<file path="src/rtl/seg_pkg.sv">
// Shared definitions for the 7-segment path: active-low {g,f,e,d,c,b,a} patterns,
// controller FSM states and the BCD digit decoder.
package seg_pkg;

  localparam logic [6:0] SEG_D0    = 7'h40;
  localparam logic [6:0] SEG_D1    = 7'h79;
  localparam logic [6:0] SEG_D2    = 7'h24;
  localparam logic [6:0] SEG_D3    = 7'h30;
  localparam logic [6:0] SEG_D4    = 7'h19;
  localparam logic [6:0] SEG_D5    = 7'h12;
  localparam logic [6:0] SEG_D6    = 7'h02;
  localparam logic [6:0] SEG_D7    = 7'h78;
  localparam logic [6:0] SEG_D8    = 7'h00;
  localparam logic [6:0] SEG_D9    = 7'h10;
  localparam logic [6:0] SEG_DASH  = 7'b0111111;
  localparam logic [6:0] SEG_BLANK = 7'h7F;

  typedef enum logic [1:0] {IDLE, CONV, LOAD} state_t;

  function automatic logic [6:0] seg_decode(input logic [3:0] d);
    logic [6:0] s;
    case (d)
      4'd0:    s = SEG_D0;
      4'd1:    s = SEG_D1;
      4'd2:    s = SEG_D2;
      4'd3:    s = SEG_D3;
      4'd4:    s = SEG_D4;
      4'd5:    s = SEG_D5;
      4'd6:    s = SEG_D6;
      4'd7:    s = SEG_D7;
      4'd8:    s = SEG_D8;
      4'd9:    s = SEG_D9;
      default: s = SEG_BLANK;
    endcase
    return s;
  endfunction

endpackage

</file>
<file path="src/rtl/seg_bin2bcd.sv">
// Sequential double-dabble: start loads bin, then one add-3/shift per cycle for BIN_W cycles.
// done is high during the cycle whose edge performs the final shift; bcd is valid after it.
module seg_bin2bcd
  import seg_pkg::*;
#(
  parameter int BIN_W      = 17,
  parameter int NUM_DIGITS = 5
) (
  input  logic                    clk,
  input  logic                    rst,
  input  logic                    start,
  input  logic [BIN_W-1:0]        bin,
  output logic                    done,
  output logic [4*NUM_DIGITS-1:0] bcd
);

  localparam int DW = 4 * NUM_DIGITS;
  localparam int CW = $clog2(BIN_W + 1);

  logic [BIN_W-1:0] sr;
  logic [CW-1:0]    cnt;
  logic [DW-1:0]    adj;

  always_comb begin
    adj = bcd;
    for (int i = 0; i < NUM_DIGITS; i++) begin
      if (bcd[4*i +: 4] >= 4'd5) adj[4*i +: 4] = bcd[4*i +: 4] + 4'd3;
    end
  end

  assign done = (cnt == CW'(1));

  // Bits shifted out of the top nibble are dropped; oversized inputs are flagged by the caller.
  always_ff @(posedge clk) begin
    if (rst) begin
      sr  <= '0;
      bcd <= '0;
      cnt <= '0;
    end else if (start) begin
      sr  <= bin;
      bcd <= '0;
      cnt <= CW'(BIN_W);
    end else if (cnt != '0) begin
      {bcd, sr} <= {adj[DW-2:0], sr, 1'b0};
      cnt       <= cnt - CW'(1);
    end
  end

endmodule

</file>
<file path="src/rtl/seg_scan_ctrl.sv">
// 7-seg scan controller: binary in over valid/ready, BCD display register loaded BIN_W+1 cycles after accept,
// bin_ready low until then (nothing queued); digits multiplexed active-low. SEG_LZ_BLANK_EN adds leading-zero blanking.
module seg_scan_ctrl
  import seg_pkg::*;
#(
  parameter int NUM_DIGITS = 5,
  parameter int BIN_W      = 17,
  parameter int SCAN_DIV   = 50000
) (
  input  logic                  clk,
  input  logic                  rst,
  input  logic                  bin_valid,
  output logic                  bin_ready,
  input  logic [BIN_W-1:0]      bin_data,
  output logic                  busy,
  output logic                  ovf,
  output logic [6:0]            seg_n,
  output logic [NUM_DIGITS-1:0] dig_sel_n
);

  localparam int     DW   = 4 * NUM_DIGITS;
  localparam int     IW   = (NUM_DIGITS > 1) ? $clog2(NUM_DIGITS) : 1;
  localparam int     CW   = $clog2(SCAN_DIV);
  localparam longint MAXV = longint'(10) ** NUM_DIGITS - 1;

  state_t        state, state_nxt;
  logic          start, done, ovf_pend, blank;
  logic [DW-1:0] bcd, disp;
  logic [CW-1:0] div;
  logic [IW-1:0] idx;
  logic [3:0]    nib;
  logic [6:0]    seg_nxt;

  seg_bin2bcd #(.BIN_W(BIN_W), .NUM_DIGITS(NUM_DIGITS)) u_bin2bcd (
    .clk(clk), .rst(rst), .start(start), .bin(bin_data), .done(done), .bcd(bcd)
  );

  always_ff @(posedge clk) begin
    if (rst) state <= IDLE;
    else     state <= state_nxt;
  end

  always_comb begin
    state_nxt = state;
    bin_ready = 1'b0;
    start     = 1'b0;
    case (state)
      IDLE: begin
        bin_ready = 1'b1;
        if (bin_valid) begin
          start     = 1'b1;
          state_nxt = CONV;
        end
      end
      CONV:    if (done) state_nxt = LOAD;
      LOAD:    state_nxt = IDLE;
      default: state_nxt = IDLE;
    endcase
  end

  assign busy = (state != IDLE);

  // The range check is taken at accept time, so the raw value need not be kept through CONV.
  always_ff @(posedge clk) begin
    if (rst) begin
      disp     <= '0;
      ovf      <= 1'b0;
      ovf_pend <= 1'b0;
    end else begin
      if (start) ovf_pend <= (longint'(bin_data) > MAXV);
      if (state == LOAD) begin
        disp <= bcd;
        ovf  <= ovf_pend;
      end
    end
  end

`ifdef SEG_LZ_BLANK_EN
  logic [NUM_DIGITS-1:0] lz_mask, lz_nxt;
  logic                  lz_run;

  always_comb begin
    lz_nxt = '0;
    lz_run = 1'b1;
    for (int i = NUM_DIGITS - 1; i > 0; i--) begin
      lz_run    = lz_run && (bcd[4*i +: 4] == 4'd0);
      lz_nxt[i] = lz_run;
    end
  end

  // Reset mask matches a cleared display so value 0 shows a single "0".
  always_ff @(posedge clk) begin
    if (rst)                lz_mask <= {{(NUM_DIGITS-1){1'b1}}, 1'b0};
    else if (state == LOAD) lz_mask <= lz_nxt;
  end
`endif

  always_comb begin
    nib   = 4'd0;
    blank = 1'b0;
    for (int i = 0; i < NUM_DIGITS; i++) begin
      if (idx == IW'(i)) begin
        nib = disp[4*i +: 4];
`ifdef SEG_LZ_BLANK_EN
        blank = lz_mask[i];
`endif
      end
    end
    seg_nxt = blank ? SEG_BLANK : seg_decode(nib);
    if (ovf) seg_nxt = SEG_DASH;
  end

  // seg_n and dig_sel_n are both registered from the same idx so they never disagree.
  always_ff @(posedge clk) begin
    if (rst) begin
      div       <= '0;
      idx       <= '0;
      seg_n     <= SEG_BLANK;
      dig_sel_n <= '1;
    end else begin
      if (div == CW'(SCAN_DIV - 1)) begin
        div <= '0;
        idx <= (idx == IW'(NUM_DIGITS - 1)) ? '0 : idx + IW'(1);
      end else begin
        div <= div + CW'(1);
      end
      dig_sel_n <= ~(NUM_DIGITS'(1) << idx);
      seg_n     <= seg_nxt;
    end
  end

endmodule
</file>
<file path="config.mk">
export PLATFORM = sky130hd
export DESIGN_NAME = seg_scan_ctrl
export DESIGN_NICKNAME = d
export VERILOG_FILES = /design/src/rtl/seg_pkg.sv /design/src/rtl/seg_bin2bcd.sv /design/src/rtl/seg_scan_ctrl.sv
export SDC_FILE = /design/constraint.sdc
export NUM_CORES = 1
export LEC_CHECK = 0
export ABC_AREA = 1
export CAP_MARGIN = 20
export CORE_MARGIN = 4
export CORE_UTILIZATION = 60
export CTS_CLUSTER_DIAMETER = 60
export DETAILED_ROUTE_END_ITERATION = 10
export PLACE_DENSITY = 0.85
export SETUP_SLACK_MARGIN = 0.02
export SLEW_MARGIN = 40
export SYNTH_ARGS = -nofsm -noshare
export SYNTH_HDL_FRONTEND = slang
export SYNTH_SLANG_ARGS = --single-unit
</file>
<file path="constraint.sdc">
create_clock -name clk -period 4.55 [get_ports clk]
set_input_delay 0.91 -clock clk [delete_from_list [all_inputs] [get_ports clk]]
set_output_delay 0.91 -clock clk [all_outputs]
set_load 0.01 [all_outputs]
</file>
==> metrics.csv <==
metric,value,unit
die_area,0.00891,mm²
grt_use_total,22.5,%
relSlewSlack,54.0,%
io_buffer_count,34,
netlist_instances,597,
syn_nets,640,
vias_per_cell,5.48,
num-fill-cells,607,
critPathLaunchType,input port,
placed_cells,713,
cap_violations,0,
cts_hold_buf,0,
cts_tree,yes,
drt.antenna.violating_nets,0,
async_flop_share,0,%
cp_common_cell,inv_2,
irDropWorstVdd,227,µV
final_cell_mix,"nand2_1, dfxtp_1, inv_1",
synth_area,0.00448,mm²
grt_overflow,0,
max_stage_delay,520,ps
period_needed,2880,ps
synth_top_cell_by_area,dfxtp_1,
clk_pin_slew,90,ps
nets,668,
powerDensity,377,mW/mm²
synthTopCellsByArea,"dfxtp_1, nand2_1, o21ai_0",
clockBufferDepth,2,
outcome,"complete, no violations",
first_iter_violations,159,
synth_top_area_share,43.4,%
fin_cells,729,
finalWorstSetupSlack,1670,ps
tns,0,ps
fin_crit_sh,63.3,%
rsz0062_at_grt,no,
ys_ff_latch,97,
cts_resized,0,
ff2ff_path_depth,8,
critPathArrivalTime,3160,ps
yosysSeqAreaShare,43.4,%
timing.rr.start,state[0]$_SDFFE_PP0P_,
cts_sinks,97,
worstPathCellList,clkdlybuf4s50_1 > nand2_1 > inv_2 > nor2_4 > inv_2 > nor2_2 > inv_1 > o21ai_0,
dp.final_hpwl,6.71,mm
finalWirelength,9.43,mm
synth_ff_type,dfxtp_1,
drive_above_1_share,6.35,%
wl_per_cell,12.9,µm
io_pins,35,
first_global_vias,3835,
final_common_cell,nand2_1,
crit_type,input port to flip-flop,
die_y,94.4,µm
htreeDepth,3,
root_buffer,clkbuf_8,
r2r-end,u_bin2bcd.bcd[8]$_SDFFE_PP0P_,
gp_congestion,0.882,
antenna_cells,0,
crit_path_end_kind,flip-flop,
ys.warnings.count,0,
synth_cell_types,35,
setup_violations,0,
hold_class,flip-flop to flip-flop,
seqCellArea,0.00194,mm²
fp-row-count,31,
grt_pass1_wl,16.2,mm
worstHoldStart,div[0]$_SDFF_PP0_,
holdPathStages,1,
cts_buffers,9,
holdPathEnd,div[0]$_SDFF_PP0_,
synth_edf_count,0,
critPathRequiredTime,4840,ps
worst_pin_slew,689,ps
drc,0,
drtPass1Iterations,5,
cts_setup_buffers,0,
clock_skew,6.17,ps
post-place-ws,1310,ps
clkLatencyLatePin,360,ps
worst_path_max_delay_cell,nand2_1,
start_util,61.7,%
leakagePower,2.14,nW
grt_max_degree,38,
antenna_found_initial,0,
worstPathMaxFanout,21,
slew_viol_final,0,
timing.fmax,0.347,GHz
core-area,0.00725,mm²
r2r_slack,2110,ps
whs,455,ps
multi_input_area,0.00215,mm²
postSynthAreaPerCell,7.50,µm²
area_growth,13.9,%
die_w,94.4,µm
vias,3998,
hold_viol_final,0,
==> Yosys cell counts, types with 3 or more instances <==
master / instances
a31oi_1: 17
o21ai_0: 62
nor3b_1: 5
a21oi_1: 38
o211ai_1: 8
buf_2: 6
inv_1: 74
nand3_1: 47
clkbuf_1: 12
dfxtp_1: 97
inv_2: 5
nand2_1: 121
nor2_1: 37
ha_1: 23
nor2_2: 4
xor2_1: 8
or2_2: 3
nand4_1: 5
==> registers in the layout (all words and copies together), names as in the netlist, 2 cells and up <==
name	flops
u_bin2bcd.bcd	20
u_bin2bcd.cnt	5
state	2
seg_n	7
disp	20
dig_sel_n	5
u_bin2bcd.sr	17
div	16
idx	3
==> worst max-delay path, delay by kind of cell <==
kind	cells	cell delay, ps
simple gates	3	1050
buf+inv	4	1030
compound gates	1	170
==> metal layers <==
layer	vias to the layer above	global-route usage (%)	wire length, µm	part of all wire (%)
met5	-	0	0	0
met4	0	8.30	135	1.4
met3	15	4.94	425	4.5
met2	86	40.3	4820	51
met1	1876	26.4	4050	43
li1	2021	-	-	-
==> metrics by stage <==
stage,utilization (%),area (µm²),total power [mW]
finish,70.3,5100,1.92
global route,70.3,5100,2.02
CTS,70.3,5100,1.93
detailed placement,67.2,4870,1.32
global placement,67.2,4870,1.30
floorplan,-,4480,1.21
==> cell type report <==
type                            instances  share of cell area [%]
Timing Repair Buffer                   37                    7.11
Clock inverter                          6                    1.77
Sequential cell                        97                    38.1
Tap cell                               99                    2.43
Clock buffer                           10                    2.70
Multi-Input combinational cell        401                    42.1
Inverter                               79                    5.81
==> where the power goes <==
group / total (mW) / internal, mW / switching [mW]
clock network: 0.623 / 0.327 / 0.296
registers: 0.946 / 0.908 / 0.0379
logic: 0.354 / 0.122 / 0.232
==> cells by family after synthesis <==
logic type / synth area share (%)
simple gates: 22.7
compound gates: 17.0
buf+inv: 8.72
flops: 43.4
fa+ha+maj: 6.43
xor+xnor: 1.56
mux: 0.224
==> how the worst max path moves through the flow <==
stage                              startpoint                             end  slack [ps]
final                               bin_valid   u_bin2bcd.bcd[8]$_SDFFE_PP0P_        1670
after global routing                bin_valid   u_bin2bcd.bcd[8]$_SDFFE_PP0P_        1440
after CTS                           bin_valid   u_bin2bcd.bcd[8]$_SDFFE_PP0P_        1670
after detailed placement            bin_valid   u_bin2bcd.bcd[8]$_SDFFE_PP0P_        1310
after global placement              bin_valid  u_bin2bcd.bcd[16]$_SDFFE_PP0P_        1410
after floorplan           idx[0]$_SDFFE_PP0P_             seg_n[0]$_SDFF_PP1_        2600
(Power assumes the default switching activity.)
